<file path="src/rtl/output_datapath.sv">
// Drain side of the systolic MAC array: captures the 4x4 accumulator matrix and streams it as 4 beats.
// Define OUT_TRANSPOSE_EN to stream columns instead of rows.
module output_datapath #(
    parameter int unsigned ACC_W = 16
) (
    input  logic                clk,
    input  logic                reset,
    input  logic                mac_done,
    input  logic [16*ACC_W-1:0] c_in,
    input  logic                dest_ready,
    output logic [4*ACC_W-1:0]  data_out,
    output logic                src_valid,
    output logic                tx_done,
    output logic                busy,
    output logic                overrun
);

    localparam int unsigned BEAT_W = 4 * ACC_W;
    localparam int unsigned MAT_W  = 16 * ACC_W;

    typedef enum logic [1:0] {
        IDLE = 2'd0,
        SEND = 2'd1,
        DONE = 2'd2
    } state_t;

    state_t             state;
    logic [1:0]         idx;
    logic [MAT_W-1:0]   mat;

    // Beat k of matrix m; element 0 of the beat lands in the MSBs.
    function automatic logic [BEAT_W-1:0] pack_beat(input logic [MAT_W-1:0] m, input logic [1:0] k);
        logic [BEAT_W-1:0] b;
        b = '0;
        for (int unsigned j = 0; j < 4; j++) begin
`ifdef OUT_TRANSPOSE_EN
            b[(3-j)*ACC_W +: ACC_W] = m[(4*j + 32'(k))*ACC_W +: ACC_W];
`else
            b[(3-j)*ACC_W +: ACC_W] = m[(4*32'(k) + j)*ACC_W +: ACC_W];
`endif
        end
        return b;
    endfunction

    // Handshake status decodes straight from the state register, so dest_ready never reaches src_valid.
    assign src_valid = (state == SEND);
    assign tx_done   = (state == DONE);
    assign busy      = (state != IDLE);

    always_ff @(posedge clk) begin
        if (reset) begin
            state    <= IDLE;
            idx      <= 2'd0;
            mat      <= '0;
            data_out <= '0;
            overrun  <= 1'b0;
        end else begin
            if (mac_done && (state != IDLE)) begin
                overrun <= 1'b1;
            end
            case (state)
                IDLE: begin
                    if (mac_done) begin
                        mat      <= c_in;
                        idx      <= 2'd0;
                        data_out <= pack_beat(c_in, 2'd0);
                        state    <= SEND;
                    end
                end
                SEND: begin
                    // data_out is preloaded with the next beat so it is valid the cycle after acceptance.
                    if (dest_ready) begin
                        if (idx == 2'd3) begin
                            state <= DONE;
                        end else begin
                            idx      <= idx + 2'd1;
                            data_out <= pack_beat(mat, idx + 2'd1);
                        end
                    end
                end
                DONE:    state <= IDLE;
                default: state <= IDLE;
            endcase
        end
    end

endmodule

</file>
<file path="config.mk">
export PLATFORM = sky130hd
export DESIGN_NAME = output_datapath
export DESIGN_NICKNAME = d
export VERILOG_FILES = /design/src/rtl/output_datapath.sv
export SDC_FILE = /design/constraint.sdc
export NUM_CORES = 1
export LEC_CHECK = 0
export BUFFER_PORTS_ARGS = -buffer_cell sky130_fd_sc_hd__buf_2
export CAP_MARGIN = 10
export CORE_MARGIN = 10
export CORE_UTILIZATION = 25
export DETAILED_ROUTE_END_ITERATION = 8
export GPL_TIMING_DRIVEN = 1
export RECOVER_POWER = 25
export SLEW_MARGIN = 25
export SYNTH_ARGS = -nofsm -noshare
export SYNTH_HDL_FRONTEND = slang
export SYNTH_SLANG_ARGS = --single-unit
</file>
<file path="constraint.sdc">
create_clock -name clk -period 2.06 [get_ports clk]
set_input_delay 0.618 -clock clk [delete_from_list [all_inputs] [get_ports clk]]
set_output_delay 0.618 -clock clk [all_outputs]
set_load 0.03 [all_outputs]
</file>
# Word level (Yosys, flattened, before mapping)
# Cells that the tools add are included.
[word_totals]
regBits = 325
output_inout_bits = 68
elab_cells = 39
[classes]
addsub = 4
n_eq_ne = 7
shifts = 4
muxes = 12
n_reduce_logical = 7
[ops]
columns = ["cell", "count"]
rows = [
  ["256-bit by 10-bit variable part select with 16-bit output", 3],
  ["256-bit by 9-bit variable part select with 16-bit output", 1],
  ["64-bit 2-to-1 mux", 3],
  ["64-bit one-hot mux with 2 select lines", 1],
  ["2-bit 2-to-1 mux", 6],
  ["4-bit by 2-bit adder with 5-bit output (second input constant)", 2],
  ["2-bit one-hot mux with 2 select lines", 2],
  ["2-bit inequality test (second input constant)", 3],
  ["4-bit by 1-bit adder with 5-bit output (second input constant)", 1],
  ["2-bit == test (second input constant)", 2],
  ["4-bit AND reduction", 1],
  ["2-bit nonzero test", 2],
  ["3-bit AND reduction", 1],
  ["2-bit by 1-bit adder with 2-bit output (second input constant)", 1],
  ["2-bit by 1-bit == test with 1-bit output (second input constant)", 1],
  ["2-bit logical NOT", 1],
  ["2-bit by 1-bit inequality test with 1-bit output (second input constant)", 1],
  ["2-bit AND reduction", 1],
  ["1-bit logical AND", 1],
]

# Depth between registers and ports, before layout
# Gate-level depths: netlist of run 1.
[depth]
ltp_word = 6
ltp_mapped = 8

# Worst setup path before layout of run 1
# Ideal clock, no wire load.
[synth_timing]
path_type = "register to output"
start = "register state[0]"
end = "output tx_done"
arrival_time_ps = 1233
required_ps = 1442
setup_slack_ps = 209
path_stages_with_launch = 5
n_path_buf = 3
cell_sequence = "dfxtp_1 -> buf_6 -> buf_2 -> buf_1 -> nor2b_1"
[synth_between]
elab_chain_len = 1
[synth_rtl]
columns = ["item", "line_no", "rtl"]
rows = [
  ["start: declaration", "27", "state_t state;"],
  ["start signal: assignment", "52", "state <= IDLE;"],
  ["start signal: assignment", "67", "state <= SEND;"],
  ["start signal: assignment", "74", "state <= DONE;"],
  ["2-bit == test", "47", "assign tx_done = (state == DONE);"],
  ["end: declaration", "13", "output logic tx_done,"],
]
# Every way passes these cells.

# Worst setup path in the final report of run 1
[layout_timing]
start = "register state[0]"
end = "output src_valid"
[layout_between]
elab_chain_len = 1
[layout_rtl]
columns = ["item", "line_no", "rtl"]
rows = [
  ["2-bit by 1-bit == test with 1-bit output", "46", "assign src_valid = (state == SEND);"],
  ["end: declaration", "12", "output logic src_valid,"],
]
# Every way passes these cells.

==> summary.md, run 1 <==
| Metric | Value |
|---|---|
| Hold buffers post-CTS | `0` |
| Maximum fanout count along the critical path | `11` |
| Number of port buffers | `327` |
| Num Clock Sinks | `325` |
| Reg power frac | `41.6%` |
| Top area cells in the synthesized netlist | `sky130_fd_sc_hd__dfxtp_1 (47%), sky130_fd_sc_hd__nand2_1 (17%), sky130_fd_sc_hd__a21oi_1 (9.4%)` |
| Power Density | `about 940 mW/mm^2` |
| H-tree levels | `2` |
| Seq/Total Area, Yosys | `a little under half` |
| Net load switching power | `4.58 mW` |
| Fraction of the cycle the final worst path needs | `96.7%` |
| Routed wire length per instance | `around 18 um` |
| Fillers | `5798` |
| Number of standard-cell rows in the floorplan | `86` |
| Post-route DRC violation count | `0` |
| Number of storage elements in the synthesis netlist | `~330` |
| Worst R2R Start | `state[1]` |
| Width of the chip | `255 um` |
| Worst Setup Start Kind | `flip-flop` |
| Post-layout total power | `16.7 mW` |
| Area leader, netlist | `sky130_fd_sc_hd__dfxtp_1` |
| Highest clock frequency the design can meet | `502 MHz` |
| Starting DRT DRC Count | `565` |
| Most used cells in the layout excluding fill and tap cells | `sky130_fd_sc_hd__nand2_1 (641), sky130_fd_sc_hd__buf_2 (324), sky130_fd_sc_hd__dfxtp_1 (323), sky130_fd_sc_hd__a21oi_1 (259), sky130_fd_sc_hd__mux2i_1 (129)` |
| Layout Nets | `2183` |
| Wire length of the first global-routing pass | `74800 um` |
| Number of placed instances with taps included | `~2600` |
| Met3 wire len | `between 2000 and 3000 um` |
| R2R Path End | `mat[152]` |
| Number of routed nets with antenna violations | `0` |
| RSZ-0062 raised after global routing | `yes` |
| Aggregate global routing overflow | `0` |
| Most common cell after layout, fill and taps aside | `sky130_fd_sc_hd__nand2_1` |
| Worst clock skew | `0.0208 ns` |
| Final setup violation count | `0` |
| Non-filler instance count after layout | `roughly 2700` |
| Max_cap viols | `0` |
| Io pins | `328` |
| Sum of routed wire length over all layers | `48900 um` |
| Weighted congestion reported at the end of routability-driven placement | `between 0.8 and 0.9` |
| Type of the worst min-delay path | `in2reg` |
| R2R cell count | `5` |
| Cell area after synthesis | `0.0138 sq mm` |
| Crit Path Category | `reg2out` |
| Relative contribution of combinational cells to total power | `14.2%` |
| Sort of element at the end of the critical path | `output port` |
| Effective utilization at floorplan | `25.2%` |
| Setup TNS | `0 ns` |
| Largest buffer count on any clock path | `3` |
| Per-cell via count in the routed design | `4.60` |
| FFs w/ async S/R, synth | `0%` |
| Post-DP HPWL | `34300 um` |
| Number of flops mapped to enable cells by yosys | `0` |
| Hold depth | `3` |
| Critical path arrival | `1.37 ns` |
| Synth Instances | `around 1600` |
| Largest net degree at the start of global routing | `~120` |
| Area of placed instances | `0.0164 sq mm` |
| Synthesized area divided by synthesized cell count | `8.44 sq um` |
| Synth warn | `0` |
| Area enclosed by the die boundary | `between 0.06 and 0.07 sq mm` |
| Relative slew slack | `under 10%` |
| Vias in the first global route | `12696` |
| P_int | `12.1 mW` |
| End-of-flow core utilization | `32.3%` |
| Topmost layer with routed signal wires | `met5` |
| First-pass detailed-route iteration total | `6` |
| Area share of the largest cell type after synthesis | `47.0%` |
| Die Ht | `255 um` |
| Post-Syn Nets | `1902` |
| Root buffer cell | `sky130_fd_sc_hd__clkbuf_16` |
| Initial antenna violation count | `8` |
| Outcome | `complete, no violations` |
| Design area | `0.0177 sq mm` |
| Reg clk slew, reported paths | `0.06 ns` |
| Min-Delay Startpoint | `c_in[127]` |
| Clock tree from TritonCTS | `built` |
| Maximum resistive drop on vdd | `0.498 mV` |
| Register-to-Register Setup Slack | `0.17 ns` |
| Proportion of total power due to net switching | `between 20% and 30%` |
| Number of hold violations in the final report | `0` |
| Inserted Clock Buffers | `40` |
| Clock insertion delay at the later pin of the skew report | `roughly 0.55 ns` |
| Clock group share of total power | `44.2%` |
| Actual slew at the worst max-slew pin | `1.39 ns` |
| Area inside the core boundary | `0.0550 sq mm` |
| Final Max Tran Viols | `0` |
| Hold-critical path endpoint | `mat[127]` |
| Data required time at the worst endpoint | `1.44 ns` |
| Routed length on met1 | `22600 um` |
| Post-synth cell types | `28` |
| Gr usage total | `14.4%` |
| Area overhead of the layout relative to synthesis | `28.0%` |
| Dominant synthesized flop cell | `sky130_fd_sc_hd__dfxtp_1` |
| Leakage Power | `6.84 nW` |
| Total number of vias | `12438` |
| Proportion of layout cells with a drive suffix above 1 | `26.2%` |
| Shortest period the worst path allows | `around 2 ns` |
| Met2 WL | `around 22000 um` |
## power by group through the flow
stage | logic, mW | clock network [mW] | registers, mW
after floorplan | 1.27 | 0 | 7.25
after global routing | 2.61 | 7.84 | 6.99
after detailed placement | 2.41 | 0 | 7.08
final | 2.38 | 7.38 | 6.95
after CTS | 2.42 | 7.64 | 6.95
after global placement | 2.38 | 0 | 7.07
## per-stage QoR
stage                     hold slack, ns  setup WS, ns
after floorplan                    0.436         0.209
after global placement             0.441         0.115
after detailed placement           0.446        0.0986
after CTS                          0.253       0.00188
after global routing               0.275     -0.000605
final                              0.300        0.0685
## repair_timing
item,in CTS,in global routing
pin swaps,0,0
resized for setup,6,3
setup endpoints to repair,3,1
buffers inserted,0,0
## flip-flops by register name, indices dropped and copies added (netlist names)
| name | count |
|---|---|
| mat | 256 |
| overrun | 1 |
| data_out | 64 |
| state | 2 |
| idx | 2 |
## layer usage
| metal | vias to the layer above | global-route usage (%) |
|---|---|---|
| li1 | 6094 | - |
| met1 | 5950 | 18.6 |
| met2 | 308 | 23.3 |
| met3 | 78 | 3.19 |
| met4 | 8 | 5.14 |
| met5 | - | 0 |
## area by class of cell
cell class | count | area (sq um) | area share (%)
Inverter | 1 | 3.75 | 0.0212
Tap cell | 748 | 936 | 5.28
Clock inverter | 18 | 244 | 1.38
Sequential cell | 325 | 6510 | 36.7
Timing Repair Buffer | 376 | 2260 | 12.8
Clock buffer | 55 | 1140 | 6.43
Multi-Input combinational cell | 1178 | 6630 | 37.4
Antenna cell | 3 | 7.51 | 0.0423
## cell usage after synthesis (3+ instances only)
cell	count
sky130_fd_sc_hd__o2bb2ai_2	60
sky130_fd_sc_hd__a21oi_1	259
sky130_fd_sc_hd__o2bb2ai_1	3
sky130_fd_sc_hd__nor2b_1	3
sky130_fd_sc_hd__mux2i_1	129
sky130_fd_sc_hd__clkbuf_1	36
sky130_fd_sc_hd__buf_6	14
sky130_fd_sc_hd__nor2_1	5
sky130_fd_sc_hd__buf_4	14
sky130_fd_sc_hd__dfxtp_1	325
sky130_fd_sc_hd__buf_2	72
sky130_fd_sc_hd__nand2_1	642
sky130_fd_sc_hd__o211ai_1	64
## critical path: stages (launching register included)
cell and delay (ns):
sky130_fd_sc_hd__dfxtp_4 0.43, sky130_fd_sc_hd__nor2b_4 0.23, sky130_fd_sc_hd__buf_6 0.15
## cells by family (layout without fill, tap and decap cells)
| logic type | after synthesis | after routing | synth area share, % |
|---|---|---|---|
| AO/OA/AOI/OAI | 389 | 389 | 19.8 |
| adder cells (fa/ha/maj) | 1 | 1 | 0.0903 |
| buffers and inverters | 138 | 450 | 5.53 |
| flip-flops | 325 | 325 | 47.0 |
| multiplexers | 130 | 130 | 9.40 |
| other | 0 | 3 | 0 |
| AND/OR/NAND/NOR | 658 | 658 | 18.2 |
## worst max-delay path by stage
| stage | end | slack (ns) | cells past startpoint | startpoint |
|---|---|---|---|---|
| 3_3_place_gp | mat[217] | 0.12 | 6 | mac_done |
| 6_report | src_valid | 0.07 | 2 | state[0] |
| 2_1_floorplan | tx_done | 0.21 | 4 | state[0] |
| 3_5_place_dp | mat[84] | 0.1 | 6 | mac_done |
| 4_1_cts | busy | 0.002 | 3 | state[1] |
| 5_1_grt | tx_done | -0.0006 | 2 | state[1] |
Note: power is estimated with default switching activity, not from simulation.
==> run 2, diff against run 1 <==
Settings changed: CORE_UTILIZATION 25 to 47, PLACE_DENSITY from default to 0.71.
==> run 2 against run 1 <==
Effect of this change: setup slack improved by 0.017 ns; die area shrank 44%; non-clock buffer count down 10; sequential share of layout area increased by 1.8 points; routed wire length is 16% lower.
==> summary.md, run 2 (synthesized netlist as in run 1, its figures left out) <==
| Metric | Value |
|---|---|
| Outcome | `complete, no violations (unchanged)` |
| RSZ-0062 raised after global routing | `no (was yes)` |
| Weighted congestion reported at the end of routability-driven placement | `0.862 (was 0.813)` |
| Gr usage total | `21.2% (was 14.4%)` |
| Area inside the core boundary | `0.0289 sq mm (was 0.0550 sq mm)` |
| Worst Setup Start Kind | `flip-flop (unchanged)` |
| Number of hold violations in the final report | `0 (unchanged)` |
| Maximum fanout count along the critical path | `10 (was 11)` |
| Num Clock Sinks | `325 (unchanged)` |
| Type of the worst min-delay path | `in2reg (unchanged)` |
| Die Ht | `192 um (was 255 um)` |
| Highest clock frequency the design can meet | `507 MHz (was 502 MHz)` |
| Number of port buffers | `327 (unchanged)` |
| Net load switching power | `4.15 mW (was 4.58 mW)` |
| Fraction of the cycle the final worst path needs | `95.8% (was 96.7%)` |
| Relative slew slack | `18.7% (was 7.63%)` |
| Bufs and invs on worst path | `2 (was 1)` |
| Clock tree from TritonCTS | `built (unchanged)` |
| Sum of routed wire length over all layers | `41100 um (was 48900 um)` |
| Starting DRT DRC Count | `728 (was 565)` |
| Routed wire length per instance | `17.7 um (was 18.1 um)` |
| Shortest period the worst path allows | `1.97 ns (was 1.99 ns)` |
| Io pins | `328 (unchanged)` |
| Number of standard-cell rows in the floorplan | `62 (was 86)` |
| Setup TNS | `0 ns (unchanged)` |
| Reg clk slew, reported paths | `0.06 ns (about the same)` |
| H-tree levels | `2 (unchanged)` |
| Register with the most flip-flops | `mat (unchanged)` |
| Actual slew at the worst max-slew pin | `1.22 ns (was 1.39 ns)` |
| First-pass detailed-route iteration total | `5 (was 6)` |
| Post-DP HPWL | `28100 um (was 34300 um)` |
| Number of flip-flops under the largest register name | `256 (unchanged)` |
| Clock insertion delay at the later pin of the skew report | `0.51 ns (was 0.55 ns)` |
| Largest registers | `mat: 256 flops, data_out: 64 flops (unchanged)` |
| Largest buffer count on any clock path | `3 (unchanged)` |
| Final setup violation count | `0 (unchanged)` |
| Initial antenna violation count | `4 (was 8)` |
| Design area | `0.0169 sq mm (was 0.0177 sq mm)` |
| Most common cell after layout, fill and taps aside | `sky130_fd_sc_hd__nand2_1 (unchanged)` |
| Maximum resistive drop on vdd | `0.548 mV (was 0.498 mV)` |
| Effective utilization at floorplan | `48.0% (was 25.2%)` |
| Largest net degree at the start of global routing | `158 (was 118)` |
| Area enclosed by the die boundary | `0.0367 sq mm (was 0.0652 sq mm)` |
| Final Max Tran Viols | `0 (unchanged)` |
| Reg power frac | `45.4% (was 41.6%)` |
| Per-cell via count in the routed design | `5.24 (was 4.60)` |
| Cell breakdown of the critical path | `nor2_4 > inv_1 > buf_2 (was nor2b_4 > buf_6)` |
| Proportion of layout cells with a drive suffix above 1 | `25.4% (was 26.2%)` |
| Aggregate global routing overflow | `0 (unchanged)` |
| Sort of element at the end of the critical path | `output port (unchanged)` |
| Critical path arrival | `1.36 ns (was 1.37 ns)` |
| P_int | `11.2 mW (was 12.1 mW)` |
| Layout Nets | `2169 (was 2183)` |
| Area overhead of the layout relative to synthesis | `22.1% (was 28.0%)` |
| Data required time at the worst endpoint | `1.44 ns (about the same)` |
| Leakage Power | `6.67 nW (was 6.84 nW)` |
| Power Density | `906 mW/mm^2 (was 942 mW/mm^2)` |
| Most used cells in the layout excluding fill and tap cells | `sky130_fd_sc_hd__nand2_1 (641), sky130_fd_sc_hd__buf_2 (326), sky130_fd_sc_hd__dfxtp_1 (323), sky130_fd_sc_hd__a21oi_1 (259), sky130_fd_sc_hd__mux2i_1 (129) (was sky130_fd_sc_hd__nand2_1 (641), sky130_fd_sc_hd__buf_2 (324), sky130_fd_sc_hd__dfxtp_1 (323), sky130_fd_sc_hd__a21oi_1 (259), sky130_fd_sc_hd__mux2i_1 (129))` |
| Dominant delay contributor by cell family on the critical path | `flip-flops (unchanged)` |
| Inserted Clock Buffers | `36 (was 40)` |
| Clock group share of total power | `39.8% (was 44.2%)` |
| Wire length of the first global-routing pass | `64000 um (was 74800 um)` |
| Width of the chip | `192 um (was 255 um)` |
| Relative contribution of combinational cells to total power | `14.8% (was 14.2%)` |
| Total number of vias | `12150 (was 12438)` |
| Hold Slack | `0.342 ns (was 0.300 ns)` |
| Critical Path Slowest Stage Cell | `sky130_fd_sc_hd__dfxtp_4 (unchanged)` |
| Post-layout total power | `15.3 mW (was 16.7 mW)` |
| Worst clock skew | `0.00764 ns (was 0.0208 ns)` |
| Number of routed nets with antenna violations | `0 (unchanged)` |
| Root buffer cell | `sky130_fd_sc_hd__clkbuf_16 (unchanged)` |
| Area of placed instances | `0.0158 sq mm (was 0.0164 sq mm)` |
| Proportion of total power due to net switching | `27.1% (was 27.4%)` |
| Delay of the slowest cell on the worst path | `0.44 ns (was 0.43 ns)` |
| Vias in the first global route | `12072 (was 12696)` |
| End-of-flow core utilization | `58.6% (was 32.3%)` |
| Max_cap viols | `0 (unchanged)` |
| Post-route DRC violation count | `0 (unchanged)` |
| Crit Path Category | `reg2out (unchanged)` |
-- run 2: final cells by class --
class	count	area, sq um
timing repair buffer	366	2160
tap	384	480
antenna	2	5.00
multi-input combinational	1178	6620
fill	2628	11900
sequential	325	6510
clock buffer	56	1080
clock inverter	8	47.5
inverter	1	3.75
-- run 2: worst paths after layout --
path / start / to / slack (ns) / cells after the start
setup / recovery: state[1] / busy / 0.09 / 3
hold / removal: c_in[225] / mat[225] / 0.34 / 3
setup reg to reg: state[0] / mat[153] / 0.09 / 7
hold reg to reg: mat[25] / mat[25] / 0.45 / 2
-- run 2: worst reg2reg max path: cells and delay by family, from the launching register on --
kind | cells | cell delay, ns
flip-flops | 1 | 0.37
AO/OA/AOI/OAI | 1 | 0.16
AND/OR/NAND/NOR | 2 | 0.29
buffers and inverters | 4 | 1.05
-- run 2: what timing repair did --
action,4_1_cts,5_1_grt
setup buffers,3,0
hold buffers,0,0
setup endpoints to repair,3,1
cloned,0,0
resized for setup,5,1
-- run 2: metrics by stage --
stage | setup slack [ns] | instances
2_1_floorplan | 0.209 | 1641
3_3_place_gp | 0.223 | 2251
3_5_place_dp | 0.173 | 2251
4_1_cts | 0.0228 | 2318
5_1_grt | 0.0327 | 2320
6_report | 0.0857 | 2320
-- run 2: power groups by stage --
stage / sequential (mW) / clock [mW] / combinational [mW]
global placement: 7.07 / 0 / 2.24
floorplan: 7.25 / 0 / 1.27
CTS: 6.94 / 6.23 / 2.30
global route: 6.99 / 6.46 / 2.48
finish: 6.95 / 6.10 / 2.27
detailed placement: 7.08 / 0 / 2.28
-- run 2: metal layers --
metal | GRT usage, % | share of wire, % | wire length, um
met1 | 27.2 | 43 | 17700
met2 | 35.1 | 48 | 19700
met3 | 4.79 | 7.2 | 2970
met4 | 5.65 | 1.9 | 773
met5 | 0 | 0.032 | 13
